===== config.mk =====
export PLATFORM = sky130hd
export DESIGN_NAME = clk_gate_ctrl_flat
export DESIGN_NICKNAME = d
export VERILOG_FILES = /design/src/rtl/clk_gate_ctrl_if.sv /design/src/rtl/clk_gate_ctrl.sv /design/src/flat_wrapper.sv
export SDC_FILE = /design/constraint.sdc
export NUM_CORES = 1
export LEC_CHECK = 0
export ABC_CLOCK_PERIOD_IN_PS = 2900
export CAP_MARGIN = 40
export CORE_MARGIN = 2
export CORE_UTILIZATION = 59
export CTS_CLUSTER_DIAMETER = 100
export CTS_CLUSTER_SIZE = 20
export DETAILED_ROUTE_END_ITERATION = 6
export PLACE_DENSITY = 0.79
export SLEW_MARGIN = 20
export SYNTH_ARGS = -nofsm -noshare
export SYNTH_HDL_FRONTEND = slang
export SYNTH_SLANG_ARGS = --single-unit

===== constraint.sdc =====
create_clock -name i_clk -period 2.9 [get_ports i_clk]
set_input_delay 0.58 -clock i_clk [delete_from_list [all_inputs] [get_ports i_clk]]
set_output_delay 0.58 -clock i_clk [all_outputs]
set_load 0.005 [all_outputs]

===== src/rtl/clk_gate_ctrl_if.sv =====
// Signal bundle between the clock-gate controller and the domain it gates.
// The master modport is the controller; the slave modport is the gated domain and its activity sources.
interface clk_gate_ctrl_if;
    logic busy;
    logic wake_req;
    logic force_on;
    logic sleep_ack;
    logic clk_ce;
    logic sleep_req;
    logic gated;

    modport master (
        input  busy,
        input  wake_req,
        input  force_on,
        input  sleep_ack,
        output clk_ce,
        output sleep_req,
        output gated
    );

    modport slave (
        output busy,
        output wake_req,
        output force_on,
        output sleep_ack,
        input  clk_ce,
        input  sleep_req,
        input  gated
    );
endinterface


===== src/rtl/clk_gate_ctrl.sv =====
// Idle-detect clock-gate controller in the free-running domain.
// Runs a sleep_req/sleep_ack handshake before dropping the BUFGCE enable, and a fixed settle window after raising it.
module clk_gate_ctrl #(
    parameter int IDLE_CYCLES = 16,
    parameter int WAKE_CYCLES = 4,
    parameter int CNT_W       = 8
) (
    input  logic            i_clk,
    input  logic            i_rst,
    clk_gate_ctrl_if.master bus
);

    typedef enum logic [1:0] {
        ST_RUN   = 2'd0,
        ST_REQ   = 2'd1,
        ST_GATED = 2'd2,
        ST_WAKE  = 2'd3
    } state_t;

    localparam logic [CNT_W-1:0] IDLE_LAST = CNT_W'(IDLE_CYCLES - 1);
    localparam logic [CNT_W-1:0] WAKE_LAST = CNT_W'(WAKE_CYCLES - 1);

    state_t           r_state;
    logic [CNT_W-1:0] r_idle_cnt;
    logic [CNT_W-1:0] r_wake_cnt;
    logic             r_clk_ce;
    logic             r_sleep_req;
    logic             r_gated;

    state_t           w_state_next;
    logic [CNT_W-1:0] w_idle_next;
    logic [CNT_W-1:0] w_wake_next;
    logic             w_clk_ce_next;
    logic             w_sleep_req_next;
    logic             w_gated_next;
    logic             w_act;

    assign w_act = bus.busy | bus.wake_req | bus.force_on;

    // NOTE: every signal gets a default before the case so that no path leaves it unassigned and infers a latch.
    always_comb begin
        w_state_next = r_state;
        w_idle_next  = r_idle_cnt;
        w_wake_next  = r_wake_cnt;
        case (r_state)
            ST_RUN: begin
                if (w_act) begin
                    w_idle_next = '0;
                end else if (r_idle_cnt >= IDLE_LAST) begin
                    w_state_next = ST_REQ;
                    w_idle_next  = '0;
                end else begin
                    w_idle_next = r_idle_cnt + 1'b1;
                end
            end
            ST_REQ: begin
                w_idle_next = '0;
                // Activity wins over an acknowledge arriving in the same cycle.
                if (w_act) begin
                    w_state_next = ST_RUN;
                end else if (bus.sleep_ack) begin
                    w_state_next = ST_GATED;
                end
            end
            ST_GATED: begin
                if (w_act) begin
                    w_state_next = ST_WAKE;
                    w_wake_next  = WAKE_LAST;
                end
            end
            ST_WAKE: begin
                w_idle_next = '0;
                if (r_wake_cnt == '0) begin
                    w_state_next = ST_RUN;
                end else begin
                    w_wake_next = r_wake_cnt - 1'b1;
                end
            end
            default: begin
                w_state_next = ST_RUN;
                w_idle_next  = '0;
                w_wake_next  = '0;
            end
        endcase
    end

    // Outputs are decoded from the next state and registered, so clk_ce only ever changes from a flop.
    always_comb begin
        w_clk_ce_next    = (w_state_next != ST_GATED);
        w_sleep_req_next = (w_state_next != ST_RUN);
        w_gated_next     = (w_state_next == ST_GATED);
    end

    // NOTE: reset is synchronous, so it is tested inside the clocked block and all state uses non-blocking assignments.
    always_ff @(posedge i_clk) begin
        if (i_rst) begin
            r_state     <= ST_RUN;
            r_idle_cnt  <= '0;
            r_wake_cnt  <= '0;
            r_clk_ce    <= 1'b1;
            r_sleep_req <= 1'b0;
            r_gated     <= 1'b0;
        end else begin
            r_state     <= w_state_next;
            r_idle_cnt  <= w_idle_next;
            r_wake_cnt  <= w_wake_next;
            r_clk_ce    <= w_clk_ce_next;
            r_sleep_req <= w_sleep_req_next;
            r_gated     <= w_gated_next;
        end
    end

    assign bus.clk_ce    = r_clk_ce;
    assign bus.sleep_req = r_sleep_req;
    assign bus.gated     = r_gated;

endmodule


===== src/flat_wrapper.sv =====
// flat-port wrapper written by rule: the top's interface ports become plain ports
module clk_gate_ctrl_flat 
#(
    parameter int IDLE_CYCLES = 16,
    parameter int WAKE_CYCLES = 4,
    parameter int CNT_W       = 8
)
  (i_clk, i_rst, bus_busy, bus_wake_req, bus_force_on, bus_sleep_ack, bus_clk_ce, bus_sleep_req, bus_gated);
  clk_gate_ctrl_if bus_i ();
  input  logic i_clk;
  input  logic i_rst;
  input wire logic [$bits(bus_i.busy)-1:0] bus_busy;
  input wire logic [$bits(bus_i.wake_req)-1:0] bus_wake_req;
  input wire logic [$bits(bus_i.force_on)-1:0] bus_force_on;
  input wire logic [$bits(bus_i.sleep_ack)-1:0] bus_sleep_ack;
  output wire logic [$bits(bus_i.clk_ce)-1:0] bus_clk_ce;
  output wire logic [$bits(bus_i.sleep_req)-1:0] bus_sleep_req;
  output wire logic [$bits(bus_i.gated)-1:0] bus_gated;
  assign bus_i.busy = bus_busy;
  assign bus_i.wake_req = bus_wake_req;
  assign bus_i.force_on = bus_force_on;
  assign bus_i.sleep_ack = bus_sleep_ack;
  assign bus_clk_ce = bus_i.clk_ce;
  assign bus_sleep_req = bus_i.sleep_req;
  assign bus_gated = bus_i.gated;
  clk_gate_ctrl #(.IDLE_CYCLES(IDLE_CYCLES), .WAKE_CYCLES(WAKE_CYCLES), .CNT_W(CNT_W)) u_core (.i_clk(i_clk), .i_rst(i_rst), .bus(bus_i));
endmodule

==> results of run 1 <==
-- state kept, by name, summed over array words and instances, names as in the netlist --
| register | count |
|---|---|
| u_core.r_idle_cnt | 8 |
| u_core.r_wake_cnt | 8 |
| u_core.r_state | 2 |
| u_core.bus.clk_ce | 1 |
| u_core.bus.gated | 1 |
| u_core.bus.sleep_req | 1 |
-- cell usage in the layout (no fill, tap or decap), types with 2 or more instances in the layout --
master	netlist	final
or2_2	2	2
ha_1	3	3
a21oi_1	9	9
nor2_1	12	12
or3_2	2	2
a21o_1	2	2
or4_1	4	4
o31ai_1	3	3
dfxtp_1	21	21
inv_1	5	5
nand2b_1	2	2
nand3_1	3	3
xnor2_1	3	3
nand2_1	5	5
clkbuf_4	0	3
clkdlybuf4s50_1	0	8
or3_1	3	3
xor2_1	2	2
o21ai_0	2	2
-- area by class of cell --
type                    count  area share, %
multi-input cells          80          49.78
inverters                   5          1.663
repair buffers              8          7.095
clock buffers               4          2.328
well taps                  17          1.885
flip-flops and latches     21          37.25
-- cell families (layout without fill, tap and decap cells) --
| logic type | count (synthesis) | count (layout) | share of synthesized area [%] |
|---|---|---|---|
| compound gates | 27 | 27 | 20.22 |
| xor+xnor | 5 | 5 | 4.213 |
| fa+ha+maj | 3 | 3 | 3.610 |
| buf+inv | 9 | 17 | 5.535 |
| flops | 21 | 21 | 40.43 |
| mux | 1 | 1 | 1.083 |
| simple gates | 44 | 44 | 24.91 |
-- critical path: cells and delay by family --
| kind | cells | cell delay, ps |
|---|---|---|
| AND/OR/NAND/NOR | 1 | 470 |
| multiplexers | 1 | 270 |
| AO/OA/AOI/OAI | 2 | 370 |
| buffers and inverters | 1 | 480 |
-- power groups by stage --
stage | Combinational (mW) | Clock, mW | Sequential (mW)
floorplan | 0.00727 | 0 | 0.296
global placement | 0.0150 | 0 | 0.296
detailed placement | 0.0157 | 0 | 0.296
CTS | 0.0157 | 0.141 | 0.289
global route | 0.0174 | 0.156 | 0.289
finish | 0.0156 | 0.137 | 0.289
-- per-layer routing --
layer  GRT usage, %  vias to the layer above
met5              0                        -
met4          9.714                        0
met3          4.762                        5
met2          32.78                       12
met1          27.23                      392
li1               -                      418
-- path summary, 6_finish.rpt --
| kind | startpoint | end | cells past startpoint |
|---|---|---|---|
| worst min register to register | u_core.r_idle_cnt[1] | u_core.r_idle_cnt[1] | 2 |
| worst max-delay path | bus_busy | u_core.r_wake_cnt[3] | 5 |
| worst max register to register | u_core.r_wake_cnt[2] | u_core.bus.clk_ce | 4 |
| worst min-delay path | u_core.r_idle_cnt[1] | u_core.r_idle_cnt[1] | 2 |
-- stage by stage --
| step | hold slack [ps] | utilization [%] | cells | total power, mW |
|---|---|---|---|---|
| after floorplan | 439.5 | - | 110 | 0.3029 |
| after global placement | 457.1 | 65.26 | 131 | 0.3107 |
| after detailed placement | 465.3 | 65.26 | 131 | 0.3114 |
| after CTS | 479.0 | 66.81 | 135 | 0.4454 |
| after global routing | 489.2 | 66.81 | 135 | 0.4631 |
| final | 484.9 | 66.81 | 135 | 0.4419 |
==> results.yml, run 1 <==
run:
  maxCapViolCount: 0
power:
  cellPowerDensity_nw_per_um2: 391.5
  peakVddDrop_mv: 0.2384
  p_int_mw: 0.3505
  leakagePower_nw: 0.4222
  p_switching_mw: 0.09132
  switching_share_pct: 20.67
  pwr-share-comb_pct: 3.5
  p_seq_share_pct: 65.4
  pwr-share-clk_pct: 31.0
cells_and_area:
  syn_to_final_growth_pct: 8.544
  fillers: 153
  fin_area_um2: 1129
  drive_above_1_share_pct: 14.41
  antennaDiodeCount: 0
  final_net_count: 128
  multi_input_comb_area_um2: 561.8
  regArea_um2: 420.4
route:
  drc_errors: 0
  wl_met3_um: 43
  ant_nets: 0
  wirelength_um: 1845
  dr.pass1.iters: 4
  drtIter0Drc: 14
  detail_route.wl_per_cell_um: 13.67
  drt-met1-wl_um: 888
  dr_wl_met2_um: 884
  vias_per_cell: 6.126
  top_layer_used: "met4"
  vias: 827
clock_tree:
  clock_path_buffers: 2
  cts_buffers: 3
  cts_resized: 0
  cts_root_buffer: "clkbuf_4"
  cts.sinks: 21
  cts_tree: "done"
  clock_latency_ps: 300
  post-cts-setup-buffers: 0
  htreeDepth: 1
  holdBufCountCts: 0
  clkTransAtPathRegs_ps: 110
synth:
  seq_area_frac_synth_pct: 40.43
  yosys.area.top_type: "dfxtp_1"
  synth-seq-cells: 21
  synth_top_area_share_pct: 40.43
  syn_nets: 119
  ys_top_cells_by_area: "dfxtp_1 40%, a21oi_1 4.3%, nor2_1 4.3%"
  ys_top_cells_by_count: "21 x dfxtp_1, 12 x nor2_1, 9 x a21oi_1"
  synth_edf_count: 0
  syn-cell-area_um2: 1040
  synth.distinct_cells: 44
  synth_ff_type: "dfxtp_1"
  syn_avg_cell_area_um2: 9.452
  yosys_warnings: 0
  synth_most_common_cell: "dfxtp_1"
  async_flop_share_pct: 0
  postSynthCellCount: 110
timing:
  finalMaxSlewViolations: 0
  setup_viol: 0
  min_period_over_period_pct: 68.29
  setup_tns_ps: 0
  rsz0062_at_grt: "no"
  skew_ps: 1.102
  maxSlewHeadroom_pct: 67.70
  tightest_slew_ps: 481.2
  setup_ws_ps: 919.6
  hold_viol: 0
  period_needed_ps: 1980
  fmax_mhz: 505.0
die:
  die_area_um2: 2114
  die_h_um: 45.98
  placementRows: 15
  initial_core_util_pct: 61.56
  io_pins: 9
  die_w_um: 45.98
  core_area_um2: 1689
worst_setup_path:
  cp_data_arrival_time_ps: 2180
  cpMaxStageDelayCell: "clkdlybuf4s50_1"
  cp-start-kind: "input pin"
  crit_path_max_fanout: 12
  critical_path.max_stage_delay_ps: 480
  path_class: "input pin to flop"
  crit_chain: "clkdlybuf4s50_1 > o41a_1 > o21ai_4 > or3_2 > mux2_2"
  reg2reg_slack_ps: 1000
  cp.required_ps: 3100
  cp-end-kind: "flop"
placement:
  preCtsSetupSlack_ps: 604.2
  gp_congestion: 0.8706
  hpwlAfterDp_um: 1372
  placed_area_um2: 1102
  portBuffers: 8
global_route:
  antenna_found_initial: 0
  first_global_vias: 748
  grt_usage_pct: 21.02
  grt_overflow: 0
  grt_pass1_wl_um: 3222
  grt_max_degree: 13
status:
  outcome: "complete, no violations"
min_path:
  min_path_type: "flop to flop"
(Power assumes the default switching activity.)
==> inputs of run 2 (changes only) <==
--- a/config.mk
+++ b/config.mk
@@ -5,14 +5,14 @@
 export SDC_FILE = /design/constraint.sdc
 export NUM_CORES = 1
 export LEC_CHECK = 0
-export ABC_CLOCK_PERIOD_IN_PS = 2900
+export ABC_CLOCK_PERIOD_IN_PS = 1900
 export CAP_MARGIN = 40
 export CORE_MARGIN = 2
-export CORE_UTILIZATION = 59
+export CORE_UTILIZATION = 55
 export CTS_CLUSTER_DIAMETER = 100
 export CTS_CLUSTER_SIZE = 20
 export DETAILED_ROUTE_END_ITERATION = 6
-export PLACE_DENSITY = 0.79
+export PLACE_DENSITY = 0.74
 export SLEW_MARGIN = 20
 export SYNTH_ARGS = -nofsm -noshare
 export SYNTH_HDL_FRONTEND = slang
==> constraint.sdc (replaced) <==
create_clock -name i_clk -period 1.9 [get_ports i_clk]
set_input_delay 0.38 -clock i_clk [delete_from_list [all_inputs] [get_ports i_clk]]
set_output_delay 0.38 -clock i_clk [all_outputs]
set_load 0.005 [all_outputs]
==> run 2 against run 1 <==
Count of clock-buffer cells in the layout stayed put. Die area increased by 6.6%. Non-clock buffer count increased by 4. Flip-flop and latch count is the same. Register-to-register slack got worse by 900 ps. Largest power group unchanged.
==> results.yml, run 2 (synthesized netlist as in run 1, its figures left out) <==
timing:
  min_period_over_period_pct: 94.50
  rsz0062_at_grt: "no"
  setup_viol: 0
  holdWs_ps: 470.6
  period_needed_ps: 1796
  maxSlewHeadroom_pct: 68.75
  skew_ps: 5.113
  finalMaxSlewViolations: 0
  tightest_slew_ps: 465.6
  hold_viol: 0
  fmax_mhz: 556.9
worst_setup_path:
  crit_path_start: "u_core.r_wake_cnt[2]"
  crit_path_max_fanout: 8
  cp_data_arrival_time_ps: 2000
  cp.depth: 4
  crit_chain: "or4_4 > o21ai_4 > or3_2 > mux2_2"
  cpMaxStageDelayCell: "or4_4"
  critical_path.max_stage_delay_ps: 600
  path_class: "flop to flop"
  ff2ff_path_depth: 4
  reg2reg_slack_ps: 100
  cp-end-kind: "flop"
  path_buf_inv: 0
  cp.required_ps: 2110
  reg2reg_from: "u_core.r_wake_cnt[2]"
  r2r_end: "u_core.r_wake_cnt[3]"
  cp-start-kind: "flop"
  critPathTopFamily: "simple AND/OR/NAND/NOR gates"
die:
  die_w_um: 47.48
  die_area_um2: 2254
  placementRows: 15
  io_pins: 9
  core_area_um2: 1745
  die_h_um: 47.48
  initial_core_util_pct: 59.57
route:
  detail_route.wl_per_cell_um: 12.48
  ant_nets: 0
  vias_per_cell: 5.531
  wirelength_um: 1835
  drc_errors: 0
  vias: 813
  dr.pass1.iters: 4
  drtIter0Drc: 9
placement:
  gp_congestion: 0.8046
  portBuffers: 8
  placed_area_um2: 1142
  placed_cells: 143
  hpwlAfterDp_um: 1362
global_route:
  first_global_vias: 714
  grt_overflow: 0
  grt_pass1_wl_um: 3042
  antenna_found_initial: 0
  grt_max_degree: 12
  grt_usage_pct: 19.49
cells_and_area:
  antennaDiodeCount: 0
  final_util_pct: 67.89
  final_net_count: 132
  final_cell_mix: "21 x dfxtp_1, 12 x nor2_1, 9 x a21oi_1"
  drive_above_1_share_pct: 18.03
  final_common_cell: "dfxtp_1"
  reg.largest.list: "u_core.r_idle_cnt: 8 flops, u_core.r_wake_cnt: 8 flops, u_core.r_state: 2 flops"
  syn_to_final_growth_pct: 13.96
  fin_area_um2: 1185
  instances_no_fill: 147
run:
  maxCapViolCount: 0
clock_tree:
  cts_buffers: 3
  htreeDepth: 1
  cts_root_buffer: "clkbuf_4"
  clock_path_buffers: 2
  cts_tree: "done"
  cts.sinks: 21
  clkTransAtPathRegs_ps: 110
  clock_latency_ps: 310
power:
  cellPowerDensity_nw_per_um2: 576.3
  power_mw: 0.6829
  peakVddDrop_mv: 0.4077
  leakagePower_nw: 0.4405
status:
  outcome: "complete, no violations"
min_path:
  min_path_type: "flop to flop"
  holdCritStartpoint: "u_core.r_idle_cnt[5]"
  worstHoldPathCells: 2
  whs_endpoint: "u_core.r_idle_cnt[5]"
==> run 2: changes by cell type in the layout (fill, tap and decap cells not counted), sizes merged <==
| cell | change |
|---|---|
| buf | +4 |
==> run 2: metrics by stage <==
stage	TNS, ps	setup WS (ps)
3_5_place_dp	-752.4	-175.2
3_3_place_gp	-486.4	-122.7
6_report	0	104.5
2_1_floorplan	0	187.1
4_1_cts	0	78.11
5_1_grt	0	6.064
==> run 2: cell type report <==
cell class,instances,area [um2]
flip-flops and latches,21,420.4
fillers,149,560.5
clock buffers,4,26.28
inverters,5,18.77
repair buffers,12,110.1
well taps,25,31.28
multi-input cells,80,578.1
==> run 2: worst reg2reg max path: cells and delay by family, from the launching register on <==
| kind | cells | cell delay, ps |
|---|---|---|
| AO/OA/AOI/OAI | 1 | 250 |
| flip-flops | 1 | 370 |
| multiplexers | 1 | 320 |
| AND/OR/NAND/NOR | 2 | 770 |
==> run 2: report_power, final <==
group	internal [mW]	leakage [nW]	switching, mW
Combinational	0.0140	0.256	0.0115
Sequential	0.441	0.169	0.000628
Clock	0.0820	0.0150	0.134
Total	0.537	0.441	0.146
==> run 2: how the worst max path moves through the flow <==
stage / end / slack (ps)
floorplan: u_core.bus.clk_ce / 190
global placement: u_core.r_wake_cnt[3] / -120
detailed placement: u_core.r_wake_cnt[3] / -180
CTS: u_core.r_wake_cnt[3] / 80
global route: u_core.bus.clk_ce / 6
finish: u_core.r_wake_cnt[3] / 100
==> run 2: timing repair <==
action,CTS,global route
buffers inserted,0,0
setup endpoints to repair,0,1
hold buffers,0,0
resized for setup,0,1
==> run 2: metal layers <==
| metal | global-route usage [%] | wire length [um] | share of wire (%) | vias to the layer above |
|---|---|---|---|---|
| met5 | 0 | 0 | 0 | - |
| met4 | 10.00 | 44 | 2.4 | 0 |
| met3 | 4.906 | 72 | 3.9 | 5 |
| met2 | 27.30 | 772 | 42 | 15 |
| met1 | 27.57 | 946 | 52 | 369 |
| li1 | - | - | - | 424 |
==> inputs of run 3 (changes only) <==
--- a/config.mk
+++ b/config.mk
@@ -12,6 +12,7 @@
 export CTS_CLUSTER_DIAMETER = 100
 export CTS_CLUSTER_SIZE = 20
 export DETAILED_ROUTE_END_ITERATION = 6
+export HOLD_SLACK_MARGIN = 0.08
 export PLACE_DENSITY = 0.74
 export SLEW_MARGIN = 20
 export SYNTH_ARGS = -nofsm -noshare
==> results of run 3 <==
Final layout, timing and power as in run 2 (identical DEF).
